===== src/rtl/cfg_bus_master.sv =====
// Single-outstanding command master for a homogeneous array of config register slaves.
// Latency: strobe 1 cycle after accept, response 2+RD_LAT cycles after accept (writes 2 when responded).
// Backpressure: req_ready only in IDLE; response is held stable until rsp_ready.
// Optional feature macro CFG_BUS_MASTER_WR_RSP_EN: when defined, writes also return a response.
module cfg_bus_master #(
    parameter int NUM_SLAVES = 4,
    parameter int SEL_W      = 2,
    parameter int ADDR_W     = 4,
    parameter int DATA_W     = 8,
    parameter int RD_LAT     = 1
) (
    input  logic                         clock,
    input  logic                         reset,
    input  logic                         req_valid,
    output logic                         req_ready,
    input  logic                         req_write,
    input  logic [SEL_W+ADDR_W-1:0]      req_addr,
    input  logic [DATA_W-1:0]            req_wdata,
    output logic                         rsp_valid,
    input  logic                         rsp_ready,
    output logic [DATA_W-1:0]            rsp_rdata,
    output logic                         rsp_err,
    output logic [NUM_SLAVES-1:0]        io_wr_en,
    output logic [NUM_SLAVES-1:0]        io_rd_en,
    output logic [ADDR_W-1:0]            io_address,
    output logic [DATA_W-1:0]            io_write_data,
    input  logic [NUM_SLAVES*DATA_W-1:0] io_read_data
);

    typedef enum logic [1:0] {IDLE, ISSUE, WAIT, RESP} state_t;

    // One extra bit so the range test is meaningful even when every select value is populated.
    localparam logic [SEL_W:0] NUM_SEL  = (SEL_W+1)'(NUM_SLAVES);
    // WAIT counts down to zero; the last WAIT cycle is the sample cycle.
    localparam logic [2:0]     LAT_LOAD = (RD_LAT > 0) ? 3'(RD_LAT - 1) : 3'd0;

`ifdef CFG_BUS_MASTER_WR_RSP_EN
    localparam bit WR_RSP = 1'b1;
`else
    localparam bit WR_RSP = 1'b0;
`endif

    state_t              state;
    logic                wr_q;
    logic [SEL_W-1:0]    sel_q;
    logic [2:0]          cnt;
    logic [DATA_W-1:0]   rdata_q;
    logic                err_q;
    logic                sel_ok;
    logic [DATA_W-1:0]   rd_mux;

    assign sel_ok    = ({1'b0, sel_q} < NUM_SEL);
    assign req_ready = (state == IDLE);
    assign rsp_valid = (state == RESP);
    assign rsp_rdata = rdata_q;
    assign rsp_err   = err_q;

    // Read-data select from the latched index; out-of-range selects yield zero.
    always_comb begin
        rd_mux = '0;
        for (int k = 0; k < NUM_SLAVES; k++) begin
            if (sel_q == SEL_W'(k)) begin
                rd_mux = io_read_data[k*DATA_W +: DATA_W];
            end
        end
    end

    // Strobes decoded only from registered state and latched select, so at most one bit is high.
    always_comb begin
        io_wr_en = '0;
        io_rd_en = '0;
        for (int k = 0; k < NUM_SLAVES; k++) begin
            if (state == ISSUE && sel_q == SEL_W'(k)) begin
                io_wr_en[k] = wr_q;
                io_rd_en[k] = ~wr_q;
            end
        end
    end

    // Request latch, read-latency countdown and response capture.
    always_ff @(posedge clock or posedge reset) begin
        if (reset) begin
            state         <= IDLE;
            wr_q          <= 1'b0;
            sel_q         <= '0;
            io_address    <= '0;
            io_write_data <= '0;
            cnt           <= '0;
            rdata_q       <= '0;
            err_q         <= 1'b0;
        end else begin
            case (state)
                IDLE: begin
                    if (req_valid) begin
                        wr_q          <= req_write;
                        sel_q         <= req_addr[SEL_W+ADDR_W-1 -: SEL_W];
                        io_address    <= req_addr[ADDR_W-1:0];
                        io_write_data <= req_wdata;
                        state         <= ISSUE;
                    end
                end
                ISSUE: begin
                    if (wr_q) begin
                        if (WR_RSP) begin
                            rdata_q <= '0;
                            err_q   <= ~sel_ok;
                            state   <= RESP;
                        end else begin
                            state   <= IDLE;
                        end
                    end else if (RD_LAT == 0) begin
                        rdata_q <= rd_mux;
                        err_q   <= ~sel_ok;
                        state   <= RESP;
                    end else begin
                        cnt   <= LAT_LOAD;
                        state <= WAIT;
                    end
                end
                WAIT: begin
                    if (cnt == 3'd0) begin
                        rdata_q <= rd_mux;
                        err_q   <= ~sel_ok;
                        state   <= RESP;
                    end else begin
                        cnt <= cnt - 3'd1;
                    end
                end
                RESP: begin
                    if (rsp_ready) begin
                        state <= IDLE;
                    end
                end
                default: state <= IDLE;
            endcase
        end
    end

endmodule


===== config.mk =====
export PLATFORM = sky130hd
export DESIGN_NAME = cfg_bus_master
export DESIGN_NICKNAME = d
export VERILOG_FILES = /design/src/rtl/cfg_bus_master.sv
export SDC_FILE = /design/constraint.sdc
export NUM_CORES = 1
export LEC_CHECK = 0
export ABC_CLOCK_PERIOD_IN_PS = 3360
export BUFFER_PORTS_ARGS = -buffer_cell sky130_fd_sc_hd__buf_2
export CAP_MARGIN = 20
export CORE_UTILIZATION = 47
export CTS_CLUSTER_DIAMETER = 100
export DETAILED_ROUTE_END_ITERATION = 6
export PLACE_DENSITY = 0.85
export SLEW_MARGIN = 40
export SYNTH_ARGS = -nofsm -noshare
export SYNTH_HDL_FRONTEND = slang
export SYNTH_SLANG_ARGS = --single-unit

===== constraint.sdc =====
create_clock -name clock -period 3.36 [get_ports clock]
set_input_delay 0 -clock clock [delete_from_list [all_inputs] [get_ports clock]]
set_output_delay 0 -clock clock [all_outputs]
set_load 0.02 [all_outputs]

==> flow_summary.yaml, run 1 <==
outcome:
  status: "complete, but fails checks"
  violations: "design-rule violations"
finish:
  layout_commonest_cell: "buf_2"
  fill_cells: 198
  design_area_um2: 2050
  utilization: 0.725
  area_delta_synth_final_pct: 41.4
  diodes: 0
  nNetsFinal: 257
  final_cell_mix: "80 x buf_2, 28 x dfrtp_1, 22 x mux2_2"
  drive_above_1_share: 0.562
die:
  io_pins: 82
  core_area_um2: 2830
  die_x_um: 57.6
  rows: 19
  die_h_um: 57.6
  dieArea_um2: 3310
  start_util: 0.513
yosys:
  ys_seq_area_frac: 0.483
  synth_cell_types: 26
  syn-cell-area_um2: 1450
  ys_ff_latch: 28
  synth_warnings: 0
  avgSynthCellArea_um2: 13.2
  synth_nets: 163
  synthCells: 110
setup_path:
  worstSetupStartpoint: "state[0]"
  worstRegToRegCells: 3
  r2r-end: "io_address[3]"
  r2r-start: "state[0]"
  crit_arrival_ns: 2.05
  start_kind: "register"
  r2r_setup_slack_ns: 1.54
  crit_end: "io_address[3]"
  crit_required_ns: 3.59
  end_kind: "register"
  criticalPathCategory: "reg2reg"
  cp_max_fo: 15
clock_tree:
  cts-htree-levels: 1
  cts_setup_buffers: 0
  clk_latency_ns: 0.34
  cts-root-buf: "clkbuf_4"
  clock_path_buffers: 2
  clk_pin_slew_ns: 0.14
  clock-sinks: 28
  cts_tree: "built"
  cts_inserted_buffers: 3
timing:
  skew_ns: 0.0219
  fmax_ghz: 0.550
  slew_headroom: 0.563
  fin_crit_sh: 0.541
  min_period_ns: 1.82
  hold_violations: 0
  slew_viol_final: 0
  rsz0062_at_grt: "false"
  fin_ws_ns: 1.54
  setup_viol: 0
  fin_setup_tns_ns: 0
  tightest_slew_ns: 0.655
drt:
  drc: 8
  drtIter0Drc: 96
  dr_total_vias: 1273
  wl_per_cell_um: 15.6
  vias_per_cell: 5.44
  drtPass1Iterations: 7
  ant_nets: 0
  routed_wl_um: 3660
grt:
  grt_pass1_vias: 1303
  overflow: 0
  grt_max_degree: 29
  antenna_found_initial: 0
  grtUsageTotal: 0.230
  grt_pass1_wl_um: 5740
worst_hold_path:
  min_path_type: "in2reg"
  hp-start: "req_valid"
placed_design:
  place_area_um2: 1830
  place.port_buffers: 80
  pre_cts_slack_ns: 1.55
  post-dp-hpwl_um: 2580
  place.gp.congestion: 0.727
power:
  ir_worst_vdd_v: 0.000516
  p_leak_nw: 1.00
  p_per_area_nw_per_um2: 824
  finalPower_mw: 1.69
run:
  maxCapViolCount: 0
-- timing repair --
action,in CTS,in global routing
resized for setup,0,0
endpoints found under the hold margin,45,0
setup endpoints to repair,0,0
hold buffers,17,0
-- critical path, cell delays in order, from the launching register on --
cell	delay, ns
dfrtp_1	0.55
nor2_1	0.19
and2_1	0.57
mux2_2	0.41
-- routing by layer --
| layer | vias up | GRT usage | wire length (µm) |
|---|---|---|---|
| li1 | 582 | - | - |
| met1 | 624 | 0.263 | 1410 |
| met2 | 57 | 0.429 | 1950 |
| met3 | 10 | 0.0159 | 203 |
| met4 | 0 | 0.115 | 99 |
| met5 | - | 0 | 0 |
-- synth_stat cells --
| master | n | area (µm²) |
|---|---|---|
| clkbuf_1 | 2 | 7.51 |
| mux2i_1 | 1 | 10.0 |
| mux2_4 | 1 | 15.0 |
| nor2b_1 | 1 | 6.26 |
| buf_4 | 2 | 15.0 |
| buf_2 | 1 | 5.00 |
| nor3b_1 | 1 | 7.51 |
| ha_1 | 2 | 25.0 |
| mux4_1 | 3 | 78.8 |
| inv_1 | 6 | 22.5 |
| nor3_1 | 4 | 20.0 |
| mux2_2 | 22 | 248 |
| nand3_1 | 1 | 5.00 |
| mux4_2 | 5 | 113 |
| a221oi_1 | 3 | 26.3 |
| and2_1 | 1 | 6.26 |
| o22ai_1 | 1 | 6.26 |
| nor2_1 | 9 | 33.8 |
| dfrtp_1 | 28 | 701 |
| buf_6 | 3 | 33.8 |
| or2_2 | 1 | 6.26 |
| nand3b_1 | 2 | 15.0 |
| a21oi_1 | 2 | 10.0 |
| nand2b_1 | 2 | 12.5 |
| nand2_1 | 5 | 18.8 |
| conb_1 | 1 | 3.75 |
-- registers in the layout, summed over array words and instances, names as in the netlist, named ones only --
name	cells
io_write_data	8
sel_q	2
cnt	3
state	1
wr_q	1
io_address	4
rsp_rdata	8
-- through the flow --
step	cells	hold slack, ns
2_1_floorplan	110	0.0654
3_3_place_gp	213	0.190
3_5_place_dp	213	0.0902
4_1_cts	234	0.0112
5_1_grt	234	0.00621
6_report	234	0.00696
-- cell type report --
class,count,area (µm²),area share
Timing Repair Buffer,97,571,0.278
Clock buffer,3,22.5,0.0110
Sequential cell,28,701,0.341
Clock inverter,1,30.0,0.0146
Multi-Input combinational cell,68,667,0.325
Inverter,6,22.5,0.0110
Tap cell,31,38.8,0.0189
-- cell families after synthesis --
group,Yosys count,share of synthesized area
AOI/OAI and AO/OA,6,0.0293
adders and majority gates,2,0.0172
buffers and inverters,14,0.0578
DFF,28,0.483
muxes,32,0.320
other,1,0.00258
and+or+nand+nor,27,0.0905
-- worst min path at each step --
stage / to / depth (start not counted)
global placement: register / 2
floorplan: async pin / 1
finish: state[0] / 3
detailed placement: io_write_data[6] / 2
CTS: state[0] / 3
global route: state[0] / 3
-- where the power goes --
part           internal, mW  switching [mW]  total, mW  leakage (nW)
sequential            0.490           0.162      0.652         0.336
combinational         0.411           0.402      0.813         0.640
clock                 0.121           0.106      0.227        0.0279
total                  1.02           0.669       1.69          1.00
Power figures use the tool's default switching activity.
==> inputs of run 2 (changes only) <==
Settings changed: ABC_AREA set to 1, ABC_CLOCK_PERIOD_IN_PS 3360 to 1460, CORE_UTILIZATION 47 to 40, PLACE_DENSITY 0.85 to 0.76.
Clock period 3.36 ns to 1.46 ns, I/O delays scaled along.
==> run 2 against run 1 <==
  * The flow now finishes without violations
  * Core utilization is 8.2 points lower
  * Largest power group unchanged
  * Non-clock buffer count is 9 higher
  * Via count is 31% higher
  * Register-to-register slack worse by 1.5 ns
  * Combinational power grew to 3.1 times the previous value
  * Sequential power is 110% higher
  * Die area is 20% higher
  * Critical path depth is 4 higher
  * Clock skew is 0.016 ns lower
==> flow_summary.yaml, run 2 <==
outcome:
  status: "finished, final reports clean"
clock_tree:
  clock_path_buffers: 2
  clock-sinks: 28
  cts-htree-levels: 1
  cts_inserted_buffers: 3
  clk_pin_slew_ns: 0.09
  cts_tree: "built"
  cts-root-buf: "clkbuf_8"
  clk_latency_ns: 0.28
yosys:
  synth_area_leaders: "dfrtp_1 47%, nand2_1 19%, nor2_1 7.5%, nand3_1 7.4%, inv_1 4.0%"
  yosysMostFrequentCell: "nand2_1"
  synth_cell_types: 19
  synthCells: 206
  synth_ff_type: "dfrtp_1"
  ys_ff_latch: 28
  synth_warnings: 0
  synthTopCellsByCount: "74 x nand2_1, 30 x nor2_1, 28 x dfrtp_1, 22 x nand3_1, 16 x inv_1"
  synth_nets: 259
  ys_seq_area_frac: 0.468
  syn-cell-area_um2: 1500
  synth_top_area_cell: "dfrtp_1"
  avgSynthCellArea_um2: 7.26
  synth_edf_count: 0
  yosysTopAreaCellShare: 0.468
  async_reset_ff_frac: 1.00
drt:
  drtIter0Drc: 56
  ant_nets: 0
  drc: 0
  drtPass1Iterations: 4
  vias_per_cell: 4.68
  wl_per_cell_um: 11.6
  routed_wl_um: 4120
  dr_total_vias: 1662
timing:
  min_period_ns: 1.37
  slew_viol_final: 0
  rsz0062_at_grt: "true"
  fin_setup_tns_ns: 0
  fmax_ghz: 0.729
  fin_crit_sh: 0.940
  setup_viol: 0
  skew_ns: 0.00572
  hold_violations: 0
  fin_ws_ns: 0.0878
  hold_ws_ns: 0.00135
die:
  dieArea_um2: 3990
  die_x_um: 63.2
  core_area_um2: 3470
  io_pins: 82
  start_util: 0.431
  rows: 21
  die_h_um: 63.2
finish:
  fill_cells: 312
  final_cell_mix: "80 x buf_2, 74 x nand2_1, 28 x nor2_1"
  design_area_um2: 2230
  register_area_um2: 706
  layout_commonest_cell: "buf_2"
  drive_above_1_share: 0.356
  area_delta_synth_final_pct: 49.1
  diodes: 0
  multiInputGateArea_um2: 697
  nNetsFinal: 363
power:
  switching_share: 0.461
  seqPwrFrac: 0.312
  switching_power_mw: 2.08
  p_per_area_nw_per_um2: 2020
  p_leak_nw: 1.27
  p_comb_frac: 0.552
  ir_worst_vdd_v: 0.00109
  clkPwrFrac: 0.136
  finalPower_mw: 4.51
  intPower_mw: 2.43
grt:
  grt_pass1_wl_um: 6910
  gr-max-usage-layer: "met2"
  overflow: 0
  grtUsageTotal: 0.220
  grtUsageMet3: 0.0417
  grt_use_met2: 0.391
  grt_max_degree: 29
  use_met1: 0.266
  grt_pass1_vias: 1575
  antenna_found_initial: 0
setup_path:
  end_kind: "register"
  criticalPathCategory: "reg2reg"
  r2r_setup_slack_ns: 0.09
  crit_arrival_ns: 1.56
  cp_max_fo: 5
  crit_required_ns: 1.65
  start_kind: "register"
placed_design:
  post-dp-hpwl_um: 2800
  place.gp.congestion: 0.788
  place_area_um2: 1950
  place.port_buffers: 80
  pre_cts_slack_ns: 0.113
run:
  maxCapViolCount: 0
worst_hold_path:
  min_path_type: "in2reg"
[run 2: cell count changes in the layout (fill, tap and decap cells not counted), moves of 5 or more]
cell	delta
nor2_1	+19
nand3_1	+21
buf_4	+10
mux2_2	-22
o21ai_0	+11
mux4_2	-5
nand2_1	+69
inv_1	+11
[run 2: power by group through the flow]
stage / clock, mW / combinational (mW) / sequential, mW
final: 0.615 / 2.49 / 1.40
after global routing: 0.657 / 2.79 / 1.46
after CTS: 0.623 / 2.36 / 1.42
after detailed placement: 0 / 2.31 / 1.42
after global placement: 0 / 2.26 / 1.41
after floorplan: 0 / 1.31 / 1.69
[run 2: timing repair]
action	CTS	global route
setup endpoints to repair	5	10
buffers inserted	0	4
hold endpoints to repair	43	0
pin swaps	0	0
gates resized for setup	2	5
hold buffers	16	0
cloned	0	0
[run 2: cell families after synthesis]
logic type	synth area share
AO/OA/AOI/OAI	0.0502
adder cells (fa/ha/maj)	0.0167
buffers and inverters	0.0727
flip-flops	0.468
other	0.00251
AND/OR/NAND/NOR	0.390
[run 2: routing by layer]
metal	vias up	part of all wire
met1	751	0.44
met5	-	0
met4	0	0.011
met2	60	0.49
met3	6	0.061
li1	845	-
[run 2: critical path, cell delays in order, from the launching register on]
cell and delay, ns:
dfrtp_1 0.37, inv_1 0.08, ha_1 0.15, ha_1 0.20
inv_1 0.07, nand2_1 0.15, nand2_4 0.08, o21ai_0 0.18
[run 2: metrics by stage]
| step | utilization | std cells |
|---|---|---|
| 2_1_floorplan | - | 206 |
| 3_3_place_gp | 0.563 | 331 |
| 3_5_place_dp | 0.563 | 331 |
| 4_1_cts | 0.631 | 351 |
| 5_1_grt | 0.643 | 355 |
| 6_report | 0.643 | 355 |
[run 2: path summary, 6_finish.rpt]
check	start	endpoint	cells after the start
max	cnt[0]	cnt[0]	7
min	rsp_ready	state[0]	4
min in group asynchronous	reset	rsp_rdata[4]	4
min reg2reg	io_write_data[7]	io_write_data[7]	2
max reg2reg	cnt[0]	cnt[0]	7
max in group asynchronous	reset	async pin	4
[run 2: area by class of cell]
| class | count | area share |
|---|---|---|
| Tap cell | 46 | 0.0258 |
| Clock buffer | 3 | 0.0185 |
| Inverter | 17 | 0.0286 |
| Sequential cell | 28 | 0.316 |
| Clock inverter | 1 | 0.0135 |
| Timing Repair Buffer | 106 | 0.285 |
| Multi-Input combinational cell | 154 | 0.312 |
==> inputs of run 3 (changes only) <==
--- a/config.mk
+++ b/config.mk
@@ -8,5 +8,5 @@
 export ABC_AREA = 1
 export ABC_CLOCK_PERIOD_IN_PS = 1460
-export BUFFER_PORTS_ARGS = -buffer_cell sky130_fd_sc_hd__buf_2
+export BUFFER_PORTS_ARGS = -buffer_cell sky130_fd_sc_hd__buf_4
 export CAP_MARGIN = 20
 export CORE_UTILIZATION = 40
==> constraint.sdc (replaced) <==
create_clock -name clock -period 1.46 [get_ports clock]
set_input_delay 0 -clock clock [delete_from_list [all_inputs] [get_ports clock]]
set_output_delay 0 -clock clock [all_outputs]
set_load 0.005 [all_outputs]
==> run 3 against run 2 <==
  * Core utilization increased by 5.3 points
  * Clock skew decreased by 0.0029 ns
  * Critical path type is now reg2out
  * Via count decreased by 0.42%
  * Flip-flop and latch count unchanged
  * Count of clock-buffer cells in the layout unchanged
  * Clock power increased by 1%
  * Highest routed layer unchanged
  * Setup slack got worse by 0.018 ns
  * Global-route usage increased by 1.6 points
  * Sequential power increased by 4%
  * Final cell count decreased by 1.1%
==> flow_summary.yaml, run 3 (synthesized netlist as in run 2, its figures left out) <==
outcome:
  status: "finished, final reports clean"
drt:
  routed_wl_um: 4390
  dr_total_vias: 1655
  ant_nets: 0
  drtPass1Iterations: 4
  drt-met1-wl_um: 1770
  drc: 0
  vias_per_cell: 4.72
  drtIter0Drc: 53
  wl_per_cell_um: 12.5
  wl_met3_um: 395
  highest_layer: "met4"
  met2WireLength_um: 2120
setup_path:
  crit_arrival_ns: 1.39
  start_kind: "register"
  end_kind: "output pin"
  cp_max_fo: 6
  criticalPathCategory: "reg2out"
  crit_required_ns: 1.46
grt:
  grtUsageTotal: 0.236
  grt_max_degree: 29
  grt_pass1_vias: 1648
  grt_pass1_wl_um: 7320
  antenna_found_initial: 0
  overflow: 0
timing:
  fin_crit_sh: 0.952
  fmax_ghz: 0.719
  skew_ns: 0.00285
  setup_viol: 0
  fin_setup_tns_ns: 0
  min_period_ns: 1.39
  hold_violations: 0
  slew_viol_final: 0
clock_tree:
  cts-htree-levels: 1
  cts-root-buf: "clkbuf_8"
  clock_path_buffers: 2
  cts_tree: "built"
  clk_latency_ns: 0.28
  clock-sinks: 28
  clk_pin_slew_ns: 0.10
  cts_inserted_buffers: 3
run:
  maxCapViolCount: 0
die:
  die_h_um: 63.2
  die_x_um: 63.2
  io_pins: 82
  core_area_um2: 3470
  dieArea_um2: 3990
  rows: 21
  start_util: 0.431
finish:
  layout.cells.non_filler: 351
  layout_commonest_cell: "buf_4"
  final_cell_mix: "85 x buf_4, 72 x nand2_1, 29 x nor2_1"
  nNetsFinal: 359
  utilization: 0.696
  area_delta_synth_final_pct: 61.4
  diodes: 0
  drive_above_1_share: 0.348
placed_design:
  place.gp.congestion: 0.833
  placed_cells: 328
  post-dp-hpwl_um: 3050
  place.port_buffers: 80
worst_hold_path:
  min_path_type: "in2reg"
power:
  p_leak_nw: 1.32
  p_per_area_nw_per_um2: 1790
  ir_worst_vdd_v: 0.00110
## run 3: layout make-up
cell class / count / area (µm²)
inverters: 17 / 63.8
multi-input cells: 154 / 699
fillers: 302 / 1050
clock buffers: 3 / 41.3
clock inverters: 1 / 30.0
flip-flops and latches: 28 / 704
repair buffers: 102 / 818
well taps: 46 / 57.6
## run 3: metal layers
metal,track usage,vias up
li1,-,836
met1,0.281,727
met2,0.401,79
met3,0.0652,13
met4,0.0901,0
met5,0,-
## run 3: timing repair
action | in CTS | in global routing
hold endpoints to repair | 43 | 0
endpoints found under the setup margin | 6 | 11
resized for setup | 4 | 4
pin swaps | 1 | 1
setup buffers | 0 | 3
hold buffers | 16 | 0
## run 3: worst paths after layout
path / slack, ns / from / cells after the start / endpoint
max in group asynchronous: 0.84 / reset / 4 / state[0]
min in group asynchronous: 0.34 / reset / 4 / rsp_rdata[4]
max: 0.07 / register / 4 / io_rd_en[3]
min reg2reg: 0.48 / io_write_data[0] / 2 / io_write_data[0]
min: 0.01 / io_read_data[15] / 5 / rsp_rdata[7]
max reg2reg: 0.12 / state[0] / 5 / sel_q[0]
## run 3: power breakdown
part | total, mW | internal, mW | switching, mW
clock network | 0.624 | 0.368 | 0.257
logic | 2.24 | 1.07 | 1.17
registers | 1.45 | 1.15 | 0.301
## run 3: stage by stage
stage	hold WS, ns	setup WS [ns]	power, mW	area [µm²]
6_report	0.0104	0.0701	4.31	2410
2_1_floorplan	0.0654	0.218	2.63	1500
5_1_grt	0.0188	-0.00361	4.69	2410
4_1_cts	0.0105	0.00720	4.20	2370
3_5_place_dp	0.105	0.145	3.52	2130
3_3_place_gp	0.0945	0.153	3.46	2130
## run 3: critical path: stages (launching register included)
cell	delay, ns
dfrtp_1	0.48
nor2_1	0.20
nand2_2	0.14
nor2_1	0.15
buf_4	0.13
